`src/rtl/division_arbiter.sv`:
```
// Round-robin front end that shares one sequential 32-bit Division core among N_REQ requesters.
// Latency: accept->div_start 1 cycle, accept->response L+2 cycles (L = core latency), divide-by-zero answered in 1 cycle.
// Backpressure: one request in flight; new requests only accepted in IDLE, response held until rsp_ready.
module division_arbiter #(
    parameter int N_REQ   = 4,
    parameter int ID_W    = 2,
    parameter int TIMEOUT = 64
) (
    input  logic                  clk,
    input  logic                  reset,
    input  logic [N_REQ-1:0]      req_valid,
    output logic [N_REQ-1:0]      req_ready,
    input  logic [32*N_REQ-1:0]   req_dividend,
    input  logic [32*N_REQ-1:0]   req_divider,
    input  logic [N_REQ-1:0]      req_sign,
    output logic                  rsp_valid,
    input  logic                  rsp_ready,
    output logic [ID_W-1:0]       rsp_id,
    output logic [31:0]           rsp_quotient,
    output logic [31:0]           rsp_remainder,
    output logic [1:0]            rsp_err,
    output logic [31:0]           div_dividend,
    output logic [31:0]           div_divider,
    output logic                  div_sign,
    output logic                  div_start,
    input  logic                  div_ready,
    input  logic [31:0]           div_quotient,
    input  logic [31:0]           div_remainder
);

    localparam int WD_W = (TIMEOUT > 2) ? $clog2(TIMEOUT) : 1;

    localparam logic [1:0] ERR_OK   = 2'b00;
    localparam logic [1:0] ERR_DIV0 = 2'b01;
    localparam logic [1:0] ERR_TMO  = 2'b10;

    typedef enum logic [1:0] {
        IDLE  = 2'd0,
        ISSUE = 2'd1,
        WAIT  = 2'd2,
        RESP  = 2'd3
    } state_t;

    state_t            state_q, state_d;
    logic [ID_W-1:0]   rr_ptr_q, rr_ptr_d;
    logic [ID_W-1:0]   id_q, id_d;
    logic [31:0]       quo_q, quo_d;
    logic [31:0]       rem_q, rem_d;
    logic [1:0]        err_q, err_d;
    logic [31:0]       dvd_q, dvd_d;
    logic [31:0]       dvr_q, dvr_d;
    logic              sgn_q, sgn_d;
    logic [WD_W-1:0]   wd_q, wd_d;

    logic              gnt_found;
    logic [ID_W-1:0]   gnt_id;
    logic [ID_W:0]     cand;
    logic [31:0]       sel_dividend;
    logic [31:0]       sel_divider;

    // Cyclic search for the first asserted request at or after rr_ptr.
    always_comb begin
        gnt_found = 1'b0;
        gnt_id    = '0;
        cand      = '0;
        for (int i = 0; i < N_REQ; i++) begin
            cand = {1'b0, rr_ptr_q} + (ID_W+1)'(i);
            if (cand >= (ID_W+1)'(N_REQ)) begin
                cand = cand - (ID_W+1)'(N_REQ);
            end
            if (!gnt_found && req_valid[cand[ID_W-1:0]]) begin
                gnt_found = 1'b1;
                gnt_id    = cand[ID_W-1:0];
            end
        end
    end

    assign sel_dividend = req_dividend[{gnt_id, 5'b00000} +: 32];
    assign sel_divider  = req_divider[{gnt_id, 5'b00000} +: 32];

    // Next-state and strobe outputs; strobes forced low while reset is asserted.
    always_comb begin
        state_d   = state_q;
        rr_ptr_d  = rr_ptr_q;
        id_d      = id_q;
        quo_d     = quo_q;
        rem_d     = rem_q;
        err_d     = err_q;
        dvd_d     = dvd_q;
        dvr_d     = dvr_q;
        sgn_d     = sgn_q;
        wd_d      = wd_q;
        req_ready = '0;
        div_start = 1'b0;
        unique case (state_q)
            IDLE: begin
                if (gnt_found) begin
                    req_ready[gnt_id] = 1'b1;
                    id_d              = gnt_id;
                    if (sel_divider == 32'd0) begin
                        // Answered locally; the core never sees this request.
                        quo_d   = 32'hFFFF_FFFF;
                        rem_d   = sel_dividend;
                        err_d   = ERR_DIV0;
                        state_d = RESP;
                    end else begin
                        dvd_d   = sel_dividend;
                        dvr_d   = sel_divider;
                        sgn_d   = req_sign[gnt_id];
                        state_d = ISSUE;
                    end
                end
            end
            ISSUE: begin
                div_start = 1'b1;
                wd_d      = '0;
                state_d   = WAIT;
            end
            WAIT: begin
                // wd_q == 0 marks the first WAIT cycle, where div_ready may still be stale.
                if ((wd_q != '0) && div_ready) begin
                    quo_d   = div_quotient;
                    rem_d   = div_remainder;
                    err_d   = ERR_OK;
                    state_d = RESP;
                end else if (wd_q == WD_W'(TIMEOUT - 1)) begin
                    quo_d   = '0;
                    rem_d   = '0;
                    err_d   = ERR_TMO;
                    state_d = RESP;
                end else begin
                    wd_d = wd_q + 1'b1;
                end
            end
            RESP: begin
                if (rsp_ready) begin
                    rr_ptr_d = (id_q == ID_W'(N_REQ - 1)) ? '0 : id_q + 1'b1;
                    state_d  = IDLE;
                end
            end
            default: state_d = IDLE;
        endcase
        if (reset) begin
            req_ready = '0;
            div_start = 1'b0;
        end
    end

    // State and datapath registers with synchronous reset.
    always_ff @(posedge clk) begin
        if (reset) begin
            state_q  <= IDLE;
            rr_ptr_q <= '0;
            id_q     <= '0;
            quo_q    <= '0;
            rem_q    <= '0;
            err_q    <= ERR_OK;
            dvd_q    <= '0;
            dvr_q    <= '0;
            sgn_q    <= 1'b0;
            wd_q     <= '0;
        end else begin
            state_q  <= state_d;
            rr_ptr_q <= rr_ptr_d;
            id_q     <= id_d;
            quo_q    <= quo_d;
            rem_q    <= rem_d;
            err_q    <= err_d;
            dvd_q    <= dvd_d;
            dvr_q    <= dvr_d;
            sgn_q    <= sgn_d;
            wd_q     <= wd_d;
        end
    end

    assign rsp_valid     = (state_q == RESP);
    assign rsp_id        = id_q;
    assign rsp_quotient  = quo_q;
    assign rsp_remainder = rem_q;
    assign rsp_err       = err_q;
    assign div_dividend  = dvd_q;
    assign div_divider   = dvr_q;
    assign div_sign      = sgn_q;

endmodule

```
`config.mk`:
```
export PLATFORM = sky130hd
export DESIGN_NAME = division_arbiter
export DESIGN_NICKNAME = d
export VERILOG_FILES = /design/src/rtl/division_arbiter.sv
export SDC_FILE = /design/constraint.sdc
export NUM_CORES = 1
export LEC_CHECK = 0
export CAP_MARGIN = 10
export CORE_AREA = 2 2 181 183
export CTS_CLUSTER_DIAMETER = 200
export DETAILED_ROUTE_END_ITERATION = 10
export DIE_AREA = 0 0 183 185
export PLACE_DENSITY_LB_ADDON = 0.2
export SYNTH_ARGS = -nofsm -noshare
export SYNTH_HDL_FRONTEND = slang
export SYNTH_SLANG_ARGS = --single-unit
```
`constraint.sdc`:
```
create_clock -name clk -period 3 [get_ports clk]
set_input_delay 0.6 -clock clk [delete_from_list [all_inputs] [get_ports clk]]
set_output_delay 0.6 -clock clk [all_outputs]
set_load 0.01 [all_outputs]
```
After elaboration in Yosys (flattened, before gate mapping)
Index checks and enable logic that the tools add are counted.

word-level totals
  register bits after elaboration = 143
  input bits = 332
  output and inout bits = 139
  logic and storage cells = 115

cells by class
  add/sub/neg operators = 9
  magnitude comparators = 10
  equal/unequal tests = 11
  shift operators = 2
  mux-type cells = 53
  bitwise logic cells = 1
  reduce and logical (&&, ||, !) cells = 19

operator list
  operator               count
  $shiftx A128 B8 Y32    2
  $mux W32               7
  $pmux W32 S2           2
  $mux W2                18
  $logic_not A32 Y1      1
  $lt A2 B3 Y1 const B   5
  $mux W1                12
  $mux W4                3
  $mux W6                2
  $pmux W6 S2            1
  $bmux W1 S2            5
  $ge A3 B3 Y1 const B   3
  $reduce_and A3 Y1      3
  $ne A2 B2 Y1 const B   4
  $pmux W2 S4            1
  $sub A2 B1 Y2 const B  4
  $add A2 B2 Y3 const B  2
  $add A6 B1 Y6 const B  1
  $eq A2 B2 Y1 const B   3
  $eq A6 B6 Y1 const B   1
  $reduce_bool A6 Y1     1
  $logic_and A1 B1 Y1    5
  $pmux W2 S2            1
  $reduce_and A2 Y1      2
  13 further kinds       16

Logic depth before layout (Yosys ltp)
  depth after elaboration = 21
  gate-level depth with buffers = 15
  depth with buffers taken out = 9

Least setup slack after synthesis
No wires, ideal clock.

  path type = input port to output port
  start = input port req_valid[2]
  end = output port req_ready[1]
  arrival time = 2.735 ns
  data required time = 2.400 ns
  path slack = -0.335 ns
  stages on the path = 9
  buffers on the path = 5
  cells stage by stage = nor2b_1 or4_1 buf_2 clkbuf_1 clkbuf_1 and2_1 clkbuf_1 clkbuf_1 nor4_1

between the ends
  longest elaborated chain between the ends = 19
  elaborated cells between the ends (all ways) = 30
  those cells by class = order compare (2); mux (21); reduce/logical (7)

ends and longest elaborated chain
  item                                                                       RTL line  source
  start: declaration                                                         11        input logic [N_REQ-1:0] req_valid,
  $bmux W1 S2                                                                71        if (!gnt_found && req_valid[cand[ID_W-1:0]]) begin
  $mux W1 (implied by the code)                                              71
  $mux W1                                                                    71
  $logic_not A1 Y1                                                           71
  $logic_and A1 B1 Y1                                                        71
  $mux W1                                                                    71
  $logic_not A1 Y1                                                           71
  $logic_and A1 B1 Y1                                                        71
  (+3 left out)                                                              --
  $mux W2                                                                    71
  $lt A2 B3 Y1 (implied by the code) / $ge A2 B1 Y1 (equally long branches)  98        req_ready[gnt_id] = 1'b1;
  $logic_and A1 B1 Y1 (implied by the code)                                  98
  $mux W1 (implied by the code)                                              98
  $demux W1 S2                                                               98
  $mux W4 (*)                                                                97        if (gnt_found) begin
  $mux W4 (*)                                                                95        unique case (state_q)
  $mux W4 (*)                                                                143       if (reset) begin
  end: declaration                                                           12        output logic [N_REQ-1:0] req_ready,

Every way passes the cells marked *; elsewhere a longest branch is shown, timed or not. The select of a mux whose other input is x is not followed.

Final worst setup path
  start = input port req_valid[1]
  end = register dvr_q[19], in the netlist div_divider[19]

between the ends
  longest elaborated chain between the ends = 16
  elaborated cells between the ends (all ways) = 26
  those cells by class = shift (1); mux (16); bitwise (1); reduce/logical (8)

ends and longest elaborated chain
  item                           RTL line  source
  $bmux W1 S2                    71
  $mux W1 (implied by the code)  71
  $mux W1                        71
  $logic_not A1 Y1               71
  $logic_and A1 B1 Y1            71
  $mux W1                        71
  $logic_not A1 Y1               71
  $logic_and A1 B1 Y1            71
  $mux W1                        71
  $logic_not A1 Y1               71
  $logic_and A1 B1 Y1            71
  $mux W2                        71
  $shiftx A128 B8 Y32            79        assign sel_divider = req_divider[{gnt_id, 5'b00000} +: 32];
  $logic_not A32 Y1              100       if (sel_divider == 32'd0) begin
  $not A1 Y1 (no line)           --
  $reduce_and A3 Y1 (no line)    --
  end signal: assignment         170       dvr_q <= dvr_d;
  end: declaration               51        logic [31:0] dvr_q, dvr_d;

Parallel ways exist; a longest one is shown, timed or not. The select of a mux whose other input is x is not followed.
A chain may end at the register's enable or synchronous reset.

==> impl_metrics.py <==
metrics = {
    "run_status": {
        "status": "finished with violations",
        "violations": "setup timing",
    },
    "sta": {
        "finalCritPeriodShare": 1.10,
        "rsz0062_at_grt": "true",
        "slew_violations": 0,
        "relSlewSlack": 0.585,
        "setup_slack_ns": -0.311,
        "fmaxAchievable_mhz": 302,
        "tightest_slew_ns": 0.622,
        "whs_ns": 0.466,
        "skew_ns": 0.0170,
        "hold_viol": 0,
        "setup_viol": 131,
        "fin_crit_ns": 3.31,
    },
    "clocking": {
        "clock-sinks": 143,
        "clk_pin_slew_worst_paths_ns": 0.06,
        "cts_tree": "yes",
        "clockBufferDepth": 2,
        "ctsHoldBuffers": 0,
        "cts_root_buf": "clkbuf_16",
        "cts_buffers": 17,
        "cts_max_level": 4,
        "clk_latency_ns": 0.43,
    },
    "pwr": {
        "p_switching_mw": 3.81,
        "combPwrFrac": 0.551,
        "p_sw_frac": 0.369,
        "power.total_mw": 10.3,
        "seq_power_share": 0.245,
        "p_per_area_nw_per_um2": 572,
        "p_int_mw": 6.51,
        "leakage_nw": 7.03,
        "clock_power_share": 0.204,
        "peakVddDrop_mv": 0.461,
    },
    "synthesis": {
        "synthTopCellsByArea": "dfxtp_1 (29%), nand2_1 (12%), mux2i_1 (6.5%)",
        "synth_edf_count": 0,
        "synth_ff_type": "dfxtp_1",
        "yosys.area.top_type": "dfxtp_1",
        "synth.top_cell.area_share": 0.291,
        "synth.ff_latch_count": 143,
        "netlist_area_sq_um": 9840,
        "ys_types": 48,
        "synth_nets": 1633,
        "ys_seq_area_frac": 0.291,
        "ys_warn_count": 0,
        "synth_cells": 1293,
        "async_reset_ff_frac": 0,
        "postSynthAreaPerCell_sq_um": 7.61,
    },
    "critical_path": {
        "reg2regPathDepth": 16,
        "timing.reg2reg.setup_slack_ns": -0.29,
        "crit_path_max_fanout": 8,
        "critPathCaptureType": "flip-flop",
        "cp-start-kind": "primary input",
        "required_ns": 3.29,
        "critical_path_class": "in -> reg",
        "regToRegEndpoint": "div_divider[19]",
        "crit_arrival_ns": 3.60,
        "rr_startpoint": "rr_ptr_q[0]",
    },
    "finish": {
        "final_cell_area_sq_um": 18000,
        "syn2layout_area_growth_pct": 83.4,
        "drive_above_1_share": 0.230,
        "nNetsFinal": 2177,
    },
    "flow_run": {
        "cap_violations": 0,
    },
    "detailed_routing": {
        "drt_iter0_drc": 757,
        "drt-wirelength-per-cell_um": 20.7,
        "wl_mm": 46.9,
        "dr_total_vias": 12200,
        "drtAntennaViolNets": 0,
        "viasPerCell": 5.39,
        "firstDrtPassIters": 5,
        "drcViolationCount": 0,
    },
    "global_route": {
        "grt_usage": 0.258,
        "grt_pass1_vias": 11600,
        "overflow": 0,
        "grt_first_pass_wirelength_mm": 67.7,
        "grt_max_degree": 66,
        "antenna_found_initial": 9,
    },
    "floorplanning": {
        "die_area_sq_um": 33900,
        "die_x_um": 183,
        "fp.dieH_um": 185,
        "num_rows": 66,
        "coreArea_sq_um": 32000,
        "boundaryPins": 471,
        "start_util": 0.307,
    },
    "place": {
        "dp_slack_ns": -1.31,
        "portBuffers": 470,
        "dp_hpwl_mm": 32.7,
        "dpl_cell_area_sq_um": 15800,
        "gp_congestion": 0.931,
    },
    "worst_hold_path": {
        "hold_start": "rsp_quotient[2]",
        "hold_depth": 2,
        "hp-class": "reg -> reg",
        "min_to": "rsp_quotient[2]",
    },
}
layer usage:
metal	vias to the layer above	share of wire	GRT usage
met5	-	0	0
met3	101	0.067	0.0558
met1	5798	0.39	0.293
met4	0	0.043	0.119
li1	5804	-	-
met2	508	0.50	0.462
cells in the mapped netlist (5+ instances only):
library cell	instances
o22ai_1	31
a21o_1	32
buf_6	12
a221oi_2	30
dfxtp_1	143
a32oi_1	32
nand2_1	303
ha_1	8
nor3b_1	32
nor2b_1	5
a221oi_1	35
inv_1	41
a31oi_1	33
nor4_1	45
nand3_1	67
o21bai_1	32
mux2i_1	64
buf_4	11
buf_1	12
nor2_1	81
a21bo_2	32
and3_1	35
a211oi_2	20
a21oi_1	10
clkbuf_1	93
buf_2	11
a211oi_1	12
final cells by class:
| cell class | count | area [sq um] |
|---|---|---|
| Timing Repair Buffer | 660 | 6890 |
| Fill cell | 2864 | 14000 |
| Multi-Input combinational cell | 973 | 7020 |
| Sequential cell | 143 | 2870 |
| Clock inverter | 13 | 131 |
| Antenna cell | 9 | 22.5 |
| Clock buffer | 19 | 443 |
| Tap cell | 408 | 510 |
| Inverter | 42 | 158 |
cells in the final DEF, fill, tap and decap left out, drive strengths merged, types with 35 or more instances in the layout:
master and n:
buf 187, nand3 67, and3 35, nor4 45, nand2 303, dfxtp 143, a221oi 65, inv 45
mux2i 64, clkdlybuf4s50 461, nor2 81
worst max-delay path, cell delays in order:
cell      delay [ns]
clkbuf_4        0.15
nor2_4          0.07
or4b_4          0.66
buf_16          0.19
buf_6           0.11
nand3_2         0.06
a32oi_1         0.06
buf_4           0.18
nor4_4          0.30
nand4_1         0.16
buf_6           0.16
o21bai_4        0.19
buf_12          0.15
buf_12          0.13
buf_16          0.15
mux2i_4         0.21
nor2_1          0.05
cell families after synthesis:
family          share of synthesized area
flops                               0.291
compound gates                      0.279
mux                                0.0651
xor+xnor                          0.00356
buf+inv                            0.0838
simple gates                        0.267
fa+ha+maj                          0.0102
power groups by stage:
stage	sequential [mW]	clock, mW	combinational [mW]
2_1_floorplan	2.69	0	2.52
3_3_place_gp	2.54	0	4.78
3_5_place_dp	2.55	0	4.81
4_1_cts	2.52	2.15	5.42
5_1_grt	2.57	2.23	6.05
6_report	2.52	2.11	5.69
worst max path at each step:
stage                 startpoint                 to  slack (ns)
finish              req_valid[1]    div_divider[19]       -0.31
global route        req_valid[2]    rsp_quotient[5]       -0.39
CTS                  rr_ptr_q[0]   rsp_remainder[3]       -0.29
detailed placement  req_valid[2]    div_divider[28]       -1.31
global placement    req_valid[2]    div_divider[17]       -1.27
floorplan           req_valid[0]  rsp_remainder[10]       -0.26
sequential cells by signal (all words and copies together), names as in the netlist:
signal and cells:
rsp_id 2, rsp_quotient 32, div_sign 1, div_dividend 32, state_q 2, rsp_err 2
wd_q 6, rsp_remainder 32, rr_ptr_q 2, div_divider 32
per-stage QoR:
| step | setup TNS, ns | util | instances |
|---|---|---|---|
| after floorplan | -26.70 | - | 1293 |
| after global placement | -163.85 | 0.492 | 2169 |
| after detailed placement | -167.28 | 0.492 | 2169 |
| after CTS | -30.60 | 0.544 | 2237 |
| after global routing | -38.79 | 0.563 | 2267 |
| final | -29.90 | 0.563 | 2267 |
what timing repair did:
item                       CTS  global route
setup endpoints to repair  136           135
pin swaps                   29            24
resized for setup          120            65
gates cloned                16             8
setup buffers               22            16
No activity file was read; power rests on OpenSTA's default activity.
